## src/rtl/mem_wb_stage.sv

```systemverilog
// mem_wb_stage: MEM->WB boundary with a two-entry skid queue, write-back mux and retired-write counter.
// Define MEM_WB_FWD_EN to build the Execute-stage forwarding port; otherwise the fwd outputs are tied to 0.
module mem_wb_stage #(
    parameter int W    = 16,
    parameter int RIDX = 3
) (
    input  logic             i_clk,
    input  logic             i_rst_n,
    input  logic             i_in_valid,
    output logic             o_in_ready,
    input  logic [3*W+2:0]   i_in_data,
    input  logic [RIDX-1:0]  i_in_rdst,
    input  logic             i_flush,
    input  logic             i_wb_ready,
    output logic             o_wb_en,
    output logic [RIDX-1:0]  o_wb_addr,
    output logic [W-1:0]     o_wb_data,
    output logic [15:0]      o_retired,
    output logic             o_fwd_valid,
    output logic [RIDX-1:0]  o_fwd_addr,
    output logic [W-1:0]     o_fwd_data
);
    typedef enum logic [1:0] {EMPTY, ONE, FULL} state_t;

    state_t            r_state, w_next;
    logic              r_in_ready;
    logic [3*W+2:0]    r_h_data, r_s_data;
    logic [RIDX-1:0]   r_h_rdst, r_s_rdst;
    logic [15:0]       r_retired;
    logic              w_push, w_pop, w_load_h, w_load_s, w_shift, w_retire;

    // Source select: 01 mem, 10 Imm, 00/11 ALU.
    function automatic logic [W-1:0] sel(input logic [3*W+2:0] b);
        return (b[3*W+2:3*W+1] == 2'b01) ? b[W-1:0] :
               (b[3*W+2:3*W+1] == 2'b10) ? b[3*W-1:2*W] : b[2*W-1:W];
    endfunction

    assign w_push   = i_in_valid && r_in_ready;
    assign w_pop    = (r_state != EMPTY) && (i_wb_ready || !r_h_data[3*W]);
    assign w_retire = !i_flush && w_pop && r_h_data[3*W];

    always_comb begin
        w_next   = r_state;
        w_load_h = 1'b0;
        w_load_s = 1'b0;
        w_shift  = 1'b0;
        case (r_state)
            EMPTY: if (w_push) begin
                w_next   = ONE;
                w_load_h = 1'b1;
            end
            ONE: if (w_push && w_pop) begin
                w_load_h = 1'b1;
            end else if (w_push) begin
                w_next   = FULL;
                w_load_s = 1'b1;
            end else if (w_pop) begin
                w_next   = EMPTY;
            end
            FULL: if (w_pop) begin
                w_next  = ONE;
                w_shift = 1'b1;
            end
            default: w_next = EMPTY;
        endcase
        if (i_flush) w_next = EMPTY;
    end

    always_ff @(posedge i_clk or negedge i_rst_n) begin
        if (!i_rst_n) begin
            r_state    <= EMPTY;
            r_in_ready <= 1'b1;
            r_h_data   <= '0;
            r_h_rdst   <= '0;
            r_s_data   <= '0;
            r_s_rdst   <= '0;
            r_retired  <= '0;
        end else begin
            r_state    <= w_next;
            r_in_ready <= (w_next != FULL);
            if (w_load_h) begin
                r_h_data <= i_in_data;
                r_h_rdst <= i_in_rdst;
            end else if (w_shift) begin
                r_h_data <= r_s_data;
                r_h_rdst <= r_s_rdst;
            end
            if (w_load_s) begin
                r_s_data <= i_in_data;
                r_s_rdst <= i_in_rdst;
            end
            if (w_retire) r_retired <= r_retired + 16'd1;
        end
    end

    assign o_in_ready = r_in_ready;
    assign o_wb_en    = (r_state != EMPTY) && r_h_data[3*W];
    assign o_wb_addr  = r_h_rdst;
    assign o_wb_data  = sel(r_h_data);
    assign o_retired  = r_retired;

`ifdef MEM_WB_FWD_EN
    // The skid entry is younger than the head, so it wins when both write.
    logic w_s_fwd, w_h_fwd;
    assign w_s_fwd     = (r_state == FULL) && r_s_data[3*W];
    assign w_h_fwd     = (r_state != EMPTY) && r_h_data[3*W];
    assign o_fwd_valid = w_s_fwd || w_h_fwd;
    assign o_fwd_addr  = w_s_fwd ? r_s_rdst : w_h_fwd ? r_h_rdst : '0;
    assign o_fwd_data  = w_s_fwd ? sel(r_s_data) : w_h_fwd ? sel(r_h_data) : '0;
`else
    assign o_fwd_valid = 1'b0;
    assign o_fwd_addr  = '0;
    assign o_fwd_data  = '0;
`endif
endmodule

```

## config.mk

```make
export PLATFORM = sky130hd
export DESIGN_NAME = mem_wb_stage
export DESIGN_NICKNAME = d
export VERILOG_FILES = /design/src/rtl/mem_wb_stage.sv
export SDC_FILE = /design/constraint.sdc
export NUM_CORES = 1
export LEC_CHECK = 0
export BUFFER_PORTS_ARGS = -buffer_cell sky130_fd_sc_hd__clkbuf_2
export CORE_MARGIN = 4
export CORE_UTILIZATION = 35
export DETAILED_ROUTE_END_ITERATION = 7
export GPL_TIMING_DRIVEN = 0
export PLACE_DENSITY = 0.59
export SLEW_MARGIN = 30
export SYNTH_ARGS = -nofsm -noshare
export SYNTH_HDL_FRONTEND = slang
export SYNTH_SLANG_ARGS = --single-unit
```

## constraint.sdc

```tcl
create_clock -name i_clk -period 1.85 [get_ports i_clk]
set_input_delay 0.37 -clock i_clk [delete_from_list [all_inputs] [get_ports i_clk]]
set_output_delay 0.37 -clock i_clk [all_outputs]
set_load 0.005 [all_outputs]
```

==> results.toml, run 1 <==
[timing]
finalSetupViolations = 16
fin_crit_ns = 1.96
fmax_ghz = 0.510
worst_clock_skew_ns = 0.00665
setup_tns_ns = -1.21
max_slew_margin_pct = 61.0
finalHoldViolCount = 0
setup_slack_ns = -0.109
period_share_pct = 106
rsz0062_at_grt = "true"
worst_pin_slew_ns = 0.579
slew_violations = 0
holdWs_ns = 0.177

[routing]
routed_wl_mm = 15.5
drc_errors = 0
dr_total_vias = 4361
vias_per_cell = 4.89
drtIter0Drc = 237
wl_per_cell_um = 17.4
dr.pass1.iters = 4
postRouteAntennaNets = 0

[synthesis]
synthesis.area_mm2 = 0.00597
yosysSeqAreaShare_pct = 53.2
synth_top_area_cell = "dfrtp_1"
async_reset_ff_share_pct = 100
yosys-top-cells-area = "dfrtp_1, mux2i_1, mux2_2"
synthFlopType = "dfrtp_1"
synth_seq_cells = 127
synth_top_area_share_pct = 52.8
synth.most_common_cell = "dfrtp_1"
yosys_warnings = 0
ys_types = 32
ys_top_cells_by_count = "dfrtp_1, a21oi_1, mux2i_1, nor2_1, mux2_2"
synth_edf_count = 0
syn_area_per_cell_um2 = 11.4
syn_inst = 522

[setup_path]
cp_num_buf_inv = 3
crit_slowest_cell = "dfrtp_1"
worstPathMaxFanout = 10
criticalPathCategory = "reg2out"
cp-end-kind = "output pin"
arrival_ns = 1.59
critPathRequiredTime_ns = 1.48
worst_setup_path_start_kind = "flop"
crit_family = "buffers and inverters"
crit_chain = "buf_6 -> buf_12 -> mux2i_1 -> a21oi_2 -> clkbuf_2"
critPathMaxStageDelay_ns = 0.40

[cells_and_area]
fin_cells = 892
n_fill_cell = 1533
utilization_pct = 46.4
syn_to_final_growth_pct = 29.2
diodes = 0
drive_gt1_share_pct = 40.2
nets = 721

[floorplan]
fp.coreArea_mm2 = 0.0166
dieWidth_um = 139
dieArea_mm2 = 0.0192
rows = 47
die_h_um = 139
io-pin-count = 116
initial_core_util_pct = 35.9

[grt]
grt-ovfl-total = 0
grt_usage_pct = 16.6
antenna_found_initial = 0
grt_first_pass_wirelength_mm = 25.1
grt_max_degree = 71
first_global_vias = 4683

[clock_network]
cts_tree = "yes"
clkLatencyLatePin_ns = 0.41
htree_levels = 4
numCtsBuffers = 17
clock_sinks = 127
cts_root_buf = "clkbuf_16"
cts.path.max_buffers = 2
path_clk_slew_ns = 0.06

[placement]
port_buffers = 95
dp.cells = 857
dp_slack_ns = -0.592
place.gp.congestion = 0.809
place_hpwl_mm = 11.3

[job]
maxCapViolations = 0

[power_and_ir_drop]
irDropWorstVdd_v = 0.000728
power_density_mw_per_mm2 = 1150
power_frac_seq_pct = 43.0
p_leak_nw = 3.88
pwr-share-comb_pct = 18.5
switching_share_pct = 26.3
p_sw_mw = 2.33
pwr-share-clk_pct = 38.5
internal_power_mw = 6.55

[status]
failed_checks = "setup timing"
outcome = "complete, but fails checks"

[worst_hold_path]
hold_class = "in2reg"
-- layer usage --
metal  part of all wire (%)  track usage (%)  vias up
li1                       -                -     2064
met1                     45             22.1     2157
met2                     48             26.7      125
met3                    5.7             4.66       15
met4                    1.4             5.10        0
met5                      0                0        -
-- final timing paths --
path	startpoint	end	slack (ns)	cells after the start
setup reg to reg	r_h_data[48]	r_s_data[21]	0.06	5
setup / recovery	r_h_data[50]	o_wb_data[9]	-0.11	5
hold / removal	i_flush	r_state[0]	0.18	2
min in group asynchronous	i_rst_n	o_retired[12]	0.49	2
max in group asynchronous	i_rst_n	r_s_data[29]	0.64	3
hold reg to reg	o_retired[15]	o_retired[15]	0.47	1
-- area by class of cell --
| class | count | area (um^2) | share of cell area (%) |
|---|---|---|---|
| inverter | 2 | 7.51 | 0.0973 |
| sequential | 127 | 3180 | 41.2 |
| clock buffer | 25 | 505 | 6.55 |
| buffer | 50 | 369 | 4.78 |
| clock inverter | 5 | 103 | 1.33 |
| multi-input combinational | 360 | 2690 | 34.9 |
| timing repair buffer | 103 | 583 | 7.56 |
| tap | 220 | 275 | 3.57 |
-- flip-flops by register name, indices dropped and copies added, names as in the netlist --
signal and count:
o_in_ready 1, r_s_data 51, r_h_data 51, o_retired 16
r_state 2, o_wb_addr 3, r_s_rdst 3
-- worst register-to-register path, stage by stage, from the launching register on --
cell and delay [ns]:
dfrtp_1 0.43, nand3b_1 0.19, nor3_4 0.24, buf_12 0.16, buf_2 0.27, mux2_2 0.39
-- kinds of logic (layout without fill, tap and decap cells) --
group | count (synthesis) | after routing | share of synthesized area, %
compound gates | 89 | 89 | 8.21
xor+xnor | 15 | 15 | 2.20
fa+ha+maj | 1 | 1 | 0.209
buf+inv | 54 | 185 | 5.20
flops | 127 | 127 | 53.2
mux | 125 | 125 | 22.1
other cells | 1 | 20 | 0.0628
simple gates | 110 | 110 | 8.78
-- placed cells by master (no fill, tap or decap), types with 3 or more instances in the layout --
master and instances:
nand2_1 6, nand4_1 3, buf_6 5, mux2_2 55, buf_2 14, a211oi_2 13
xnor2_1 8, conb_1 20, a21oi_1 58, mux2i_1 69, clkbuf_16 17, nor2b_1 13
nor2_1 60, nor2b_2 4, a211oi_1 3, xor2_1 7, dfrtp_1 126, buf_4 25
a21oi_2 13, clkbuf_2 93, clkbuf_1 5, nand3_1 7, nor3_1 3, bufinv_16 3
clkbuf_4 8, clkbuf_8 7
-- stage by stage --
step	area, um^2	total power, mW
finish	7710	8.89
floorplan	6040	4.70
CTS	7650	8.93
global placement	6790	5.25
detailed placement	6830	5.36
global route	7710	9.35
-- power by group through the flow --
| stage | clock network, mW | registers [mW] | logic [mW] |
|---|---|---|---|
| global placement | 0 | 3.82 | 1.44 |
| floorplan | 0 | 3.69 | 1.01 |
| CTS | 3.49 | 3.82 | 1.62 |
| global route | 3.64 | 3.90 | 1.82 |
| detailed placement | 0 | 3.85 | 1.51 |
| finish | 3.42 | 3.82 | 1.64 |
-- what timing repair did --
action	in CTS	in global routing
setup buffers	6	0
pin swaps	17	2
hold buffers	1	0
endpoints found under the setup margin	125	58
endpoints found under the hold margin	57	0
gates resized for setup	45	35
Power figures use the tool's default switching activity.
==> run 2: changes to the inputs <==
--- a/config.mk
+++ b/config.mk
@@ -8,6 +8,7 @@
 export BUFFER_PORTS_ARGS = -buffer_cell sky130_fd_sc_hd__clkbuf_2
 export CORE_MARGIN = 4
 export CORE_UTILIZATION = 35
+export CTS_BUF_LIST = sky130_fd_sc_hd__clkbuf_4 sky130_fd_sc_hd__clkbuf_8 sky130_fd_sc_hd__clkbuf_16
 export DETAILED_ROUTE_END_ITERATION = 7
 export GPL_TIMING_DRIVEN = 0
 export PLACE_DENSITY = 0.59
==> results.toml, run 2 (synthesis results as in run 1) <==
[status]
outcome = "complete, but fails checks"
failed_checks = "setup timing"

[routing]
dr.pass1.iters = 6
drc_errors = 0
routed_wl_mm = 15.6
postRouteAntennaNets = 0
wl_per_cell_um = 17.5
dr_total_vias = 4382
vias_per_cell = 4.91
drtIter0Drc = 237

[setup_path]
cp-end-kind = "output pin"
arrival_ns = 1.59
criticalPathCategory = "reg2out"
crit_chain = "buf_6 -> buf_12 -> mux2i_1 -> a21oi_2 -> clkbuf_2"
critPathRequiredTime_ns = 1.48
worstPathMaxFanout = 10
crit_slowest_cell = "dfrtp_1"
critPathMaxStageDelay_ns = 0.40
worst_setup_path_start_kind = "flop"

[clock_network]
numCtsBuffers = 17
path_clk_slew_ns = 0.06
htree_levels = 4
cts_root_buf = "clkbuf_16"
clkLatencyLatePin_ns = 0.42
clock_sinks = 127
cts_tree = "yes"
cts.path.max_buffers = 2

[timing]
rsz0062_at_grt = "true"
fin_crit_ns = 1.96
worst_clock_skew_ns = 0.0108
fmax_ghz = 0.509
worst_pin_slew_ns = 0.579
holdWs_ns = 0.180
setup_slack_ns = -0.114
finalSetupViolations = 16
finalHoldViolCount = 0
max_slew_margin_pct = 61.0
setup_tns_ns = -1.26
slew_violations = 0
period_share_pct = 106

[power_and_ir_drop]
internal_power_mw = 6.60
irDropWorstVdd_v = 0.000724
switching_share_pct = 26.2
pwr-share-comb_pct = 18.4
power_mw = 8.94
pwr-share-clk_pct = 38.8
power_density_mw_per_mm2 = 1160
p_sw_mw = 2.34
p_leak_nw = 3.89
power_frac_seq_pct = 42.8

[cells_and_area]
nets = 721
final_cell_mix = "dfrtp_1, clkbuf_2, mux2i_1"
syn_to_final_growth_pct = 29.4
final_common_cell = "dfrtp_1"
multiInputGateArea_mm2 = 0.00269
fin_cells = 892
diodes = 0
drive_gt1_share_pct = 40.8
final-seq-area_mm2 = 0.00318
n_fill_cell = 1533

[floorplan]
initial_core_util_pct = 35.9
io-pin-count = 116
fp.coreArea_mm2 = 0.0166
die_h_um = 139
rows = 47
dieArea_mm2 = 0.0192
dieWidth_um = 139

[placement]
place_hpwl_mm = 11.3
port_buffers = 95
dp.cells = 857
dp_slack_ns = -0.592
place.gp.congestion = 0.809

[job]
maxCapViolations = 0

[worst_hold_path]
hold_class = "in2reg"

[grt]
grt_first_pass_wirelength_mm = 25.1
first_global_vias = 4682
grt_usage_pct = 16.6
antenna_found_initial = 0
grt_max_degree = 71
grt-ovfl-total = 0
## run 2: critical path, delay by kind of cell, from the launching register on
family | cells | cell delay (ns)
AOI/OAI and AO/OA | 1 | 0.21
buffers and inverters | 3 | 0.44
DFF | 1 | 0.40
muxes | 1 | 0.13
## run 2: cell type report
| cell class | instances | area share [%] |
|---|---|---|
| buffer | 50 | 4.82 |
| clock buffer | 25 | 6.69 |
| clock inverter | 5 | 1.33 |
| inverter | 2 | 0.0971 |
| multi-input combinational | 360 | 34.8 |
| sequential | 127 | 41.1 |
| tap | 220 | 3.56 |
| timing repair buffer | 103 | 7.54 |
## run 2: power by group through the flow
stage | logic, mW | registers [mW] | clock network [mW]
floorplan | 1.01 | 3.69 | 0
global placement | 1.44 | 3.82 | 0
detailed placement | 1.51 | 3.85 | 0
CTS | 1.62 | 3.82 | 3.54
global route | 1.82 | 3.90 | 3.68
finish | 1.64 | 3.83 | 3.47
## run 2: path summary, 6_finish.rpt
| kind | start | end | slack (ns) | cells after the start |
|---|---|---|---|---|
| min in group asynchronous | i_rst_n | o_retired[12] | 0.49 | 2 |
| max in group asynchronous | i_rst_n | r_s_data[29] | 0.64 | 3 |
| max | r_h_data[50] | o_wb_data[9] | -0.11 | 5 |
| min | i_flush | r_state[0] | 0.18 | 2 |
| min reg2reg | o_retired[15] | o_retired[15] | 0.47 | 1 |
| max reg2reg | r_h_data[48] | r_s_data[21] | 0.06 | 5 |
## run 2: through the flow
| stage | area, um^2 | util, % |
|---|---|---|
| 6_report | 7730 | 46.4 |
| 5_1_grt | 7730 | 46.4 |
| 4_1_cts | 7660 | 46.0 |
| 3_5_place_dp | 6830 | 41.0 |
| 3_3_place_gp | 6790 | 40.8 |
| 2_1_floorplan | 6040 | - |
## run 2: what timing repair did
item,in CTS,in global routing
setup endpoints to repair,125,51
setup buffers,6,0
pin swaps,17,2
hold buffers,1,0
endpoints found under the hold margin,57,0
resized for setup,48,32
## run 2: per-layer routing
layer  part of all wire [%]  vias to the layer above  global-route usage (%)
li1                       -                     2059                       -
met1                     45                     2191                    22.1
met2                     48                      119                    26.7
met3                    5.6                       13                    4.66
met4                    1.2                        0                    5.10
met5                      0                        -                       0
==> run 3: changes to the inputs <==
--- a/config.mk
+++ b/config.mk
@@ -6,12 +6,14 @@
 export NUM_CORES = 1
 export LEC_CHECK = 0
 export BUFFER_PORTS_ARGS = -buffer_cell sky130_fd_sc_hd__clkbuf_2
+export CELL_PAD_IN_SITES_DETAIL_PLACEMENT = 0
+export CELL_PAD_IN_SITES_GLOBAL_PLACEMENT = 1
 export CORE_MARGIN = 4
 export CORE_UTILIZATION = 35
 export CTS_BUF_LIST = sky130_fd_sc_hd__clkbuf_4 sky130_fd_sc_hd__clkbuf_8 sky130_fd_sc_hd__clkbuf_16
 export DETAILED_ROUTE_END_ITERATION = 7
 export GPL_TIMING_DRIVEN = 0
-export PLACE_DENSITY = 0.59
+export PLACE_DENSITY = 0.73
 export SLEW_MARGIN = 30
 export SYNTH_ARGS = -nofsm -noshare
 export SYNTH_HDL_FRONTEND = slang
==> constraint.sdc (replaced) <==
create_clock -name i_clk -period 1.6 [get_ports i_clk]
set_input_delay 0.32 -clock i_clk [delete_from_list [all_inputs] [get_ports i_clk]]
set_output_delay 0.32 -clock i_clk [all_outputs]
set_load 0.005 [all_outputs]
==> results.toml, run 3 (synthesis results as in run 1) <==
[routing]
drtIter0Drc = 245
dr.pass1.iters = 5
routed_wl_mm = 18.4
wl_per_cell_um = 19.7
dr_total_vias = 4814
drc_errors = 0
vias_per_cell = 5.15
postRouteAntennaNets = 0

[grt]
grt-ovfl-total = 0
grt_usage_pct = 18.6
first_global_vias = 4953
grt_first_pass_wirelength_mm = 27.9
grt_max_degree = 84
antenna_found_initial = 0

[clock_network]
clkLatencyLatePin_ns = 0.42
cts.path.max_buffers = 2
numCtsBuffers = 17
cts_root_buf = "clkbuf_16"
clock_sinks = 127
path_clk_slew_ns = 0.06
cts_tree = "yes"
htree_levels = 4

[setup_path]
cp_num_buf_inv = 3
arrival_ns = 1.61
crit_slowest_cell = "dfrtp_1"
criticalPathCategory = "reg2out"
worst_setup_path_start_kind = "flop"
critPathMaxStageDelay_ns = 0.40
worstPathMaxFanout = 10
critPathRequiredTime_ns = 1.28
crit_chain = "buf_6 -> buf_8 -> mux2i_1 -> a21oi_2 -> clkbuf_2"
crit_family = "buffers and inverters"
cp-end-kind = "output pin"

[cells_and_area]
final_cell_mix = "dfrtp_1, clkbuf_2, mux2i_1"
nets = 762
final_common_cell = "dfrtp_1"
final-seq-area_mm2 = 0.00318
drive_gt1_share_pct = 59.2
n_fill_cell = 1327
final_area_mm2 = 0.00934
diodes = 0
multiInputGateArea_mm2 = 0.00353
syn_to_final_growth_pct = 56.4

[timing]
finalSetupViolations = 126
fin_crit_ns = 1.93
finalHoldViolCount = 0
rsz0062_at_grt = "true"
worst_clock_skew_ns = 0.00665
slew_violations = 0
fmax_ghz = 0.517
setup_slack_ns = -0.334
period_share_pct = 121

[power_and_ir_drop]
irDropWorstVdd_v = 0.000814
power_mw = 11.3
switching_share_pct = 28.6
p_leak_nw = 4.49
internal_power_mw = 8.08
power_density_mw_per_mm2 = 1210
pwr-share-clk_pct = 35.5
power_frac_seq_pct = 39.6
pwr-share-comb_pct = 24.9
p_sw_mw = 3.23

[floorplan]
initial_core_util_pct = 35.9
dieWidth_um = 139
dieArea_mm2 = 0.0192
rows = 47
die_h_um = 139
fp.coreArea_mm2 = 0.0166
io-pin-count = 116

[status]
failed_checks = "setup timing"
outcome = "complete, but fails checks"

[placement]
port_buffers = 95
place.gp.congestion = 0.807
placed_area_mm2 = 0.00687
place_hpwl_mm = 11.3
dp_slack_ns = -0.552

[worst_hold_path]
hold_class = "in2reg"

[job]
maxCapViolations = 0
-- run 3: cell count changes in the layout (fill, tap and decap cells not counted), moves of 10 or more --
cell,change
a21oi_1,-36
a21oi_2,+36
buf_4,+12
buf_6,+14
buf_8,+13
mux2_2,-52
mux2_4,+52
nor2_1,-56
nor2_2,+10
nor2_4,+46
-- run 3: final cells by class --
| cell class | instances | share of cell area, % |
|---|---|---|
| multi-input cells | 362 | 37.8 |
| flip-flops and latches | 127 | 34.1 |
| repair buffers | 144 | 12.4 |
| plain buffers | 48 | 6.15 |
| clock buffers | 20 | 4.93 |
| well taps | 220 | 2.95 |
| clock inverters | 12 | 1.70 |
| inverters | 2 | 0.0804 |
-- run 3: timing repair --
item	CTS	global route
gates resized for setup	255	108
buffers inserted	28	9
endpoints found under the setup margin	132	135
pin swaps	28	7
endpoints found under the hold margin	44	0
hold buffers	1	0
cloned	15	2
-- run 3: path summary, 6_finish.rpt --
kind                                     from             to  slack (ns)  depth (start not counted)
worst min-delay path                  i_flush     r_state[0]        0.13                          2
worst max-delay path             r_h_data[50]  o_wb_data[14]       -0.33                          5
min in group asynchronous             i_rst_n   o_retired[3]        0.40                          2
worst min register to register  o_retired[15]  o_retired[15]        0.48                          1
max in group asynchronous             i_rst_n   r_s_data[37]        0.46                          3
worst max register to register     r_state[0]   r_s_data[37]       -0.18                          7
-- run 3: layer usage --
layer	vias up	share of wire, %	global-route usage [%]
li1	2162	-	-
met1	2442	43	24.4
met2	173	48	29.6
met3	37	6.3	5.38
met4	0	2.9	6.33
met5	-	0	0
-- run 3: worst reg2reg max path, stage by stage (launching register included) --
cell,delay [ns]
dfrtp_1,0.42
nand3b_1,0.22
nor3_4,0.21
buf_12,0.15
buf_12,0.11
buf_8,0.12
buf_8,0.13
mux2_4,0.30
-- run 3: power by group through the flow --
stage / sequential [mW] / clock [mW] / combinational [mW]
detailed placement: 4.46 / 0 / 1.75
global placement: 4.41 / 0 / 1.67
floorplan: 4.27 / 0 / 1.17
finish: 4.48 / 4.02 / 2.82
CTS: 4.44 / 4.08 / 2.51
global route: 4.54 / 4.23 / 3.02
-- run 3: stage by stage --
stage / util (%) / cells / setup TNS, ns / hold slack, ns
after CTS: 53.7 / 930 / -12.52 / 0.112
final: 56.1 / 935 / -16.02 / 0.127
after detailed placement: 41.3 / 857 / -49.91 / 0.275
after global placement: 41.0 / 856 / -261.71 / 0.462
after floorplan: - / 541 / -0.505 / 0.0244
after global routing: 56.1 / 935 / -24.15 / 0.113
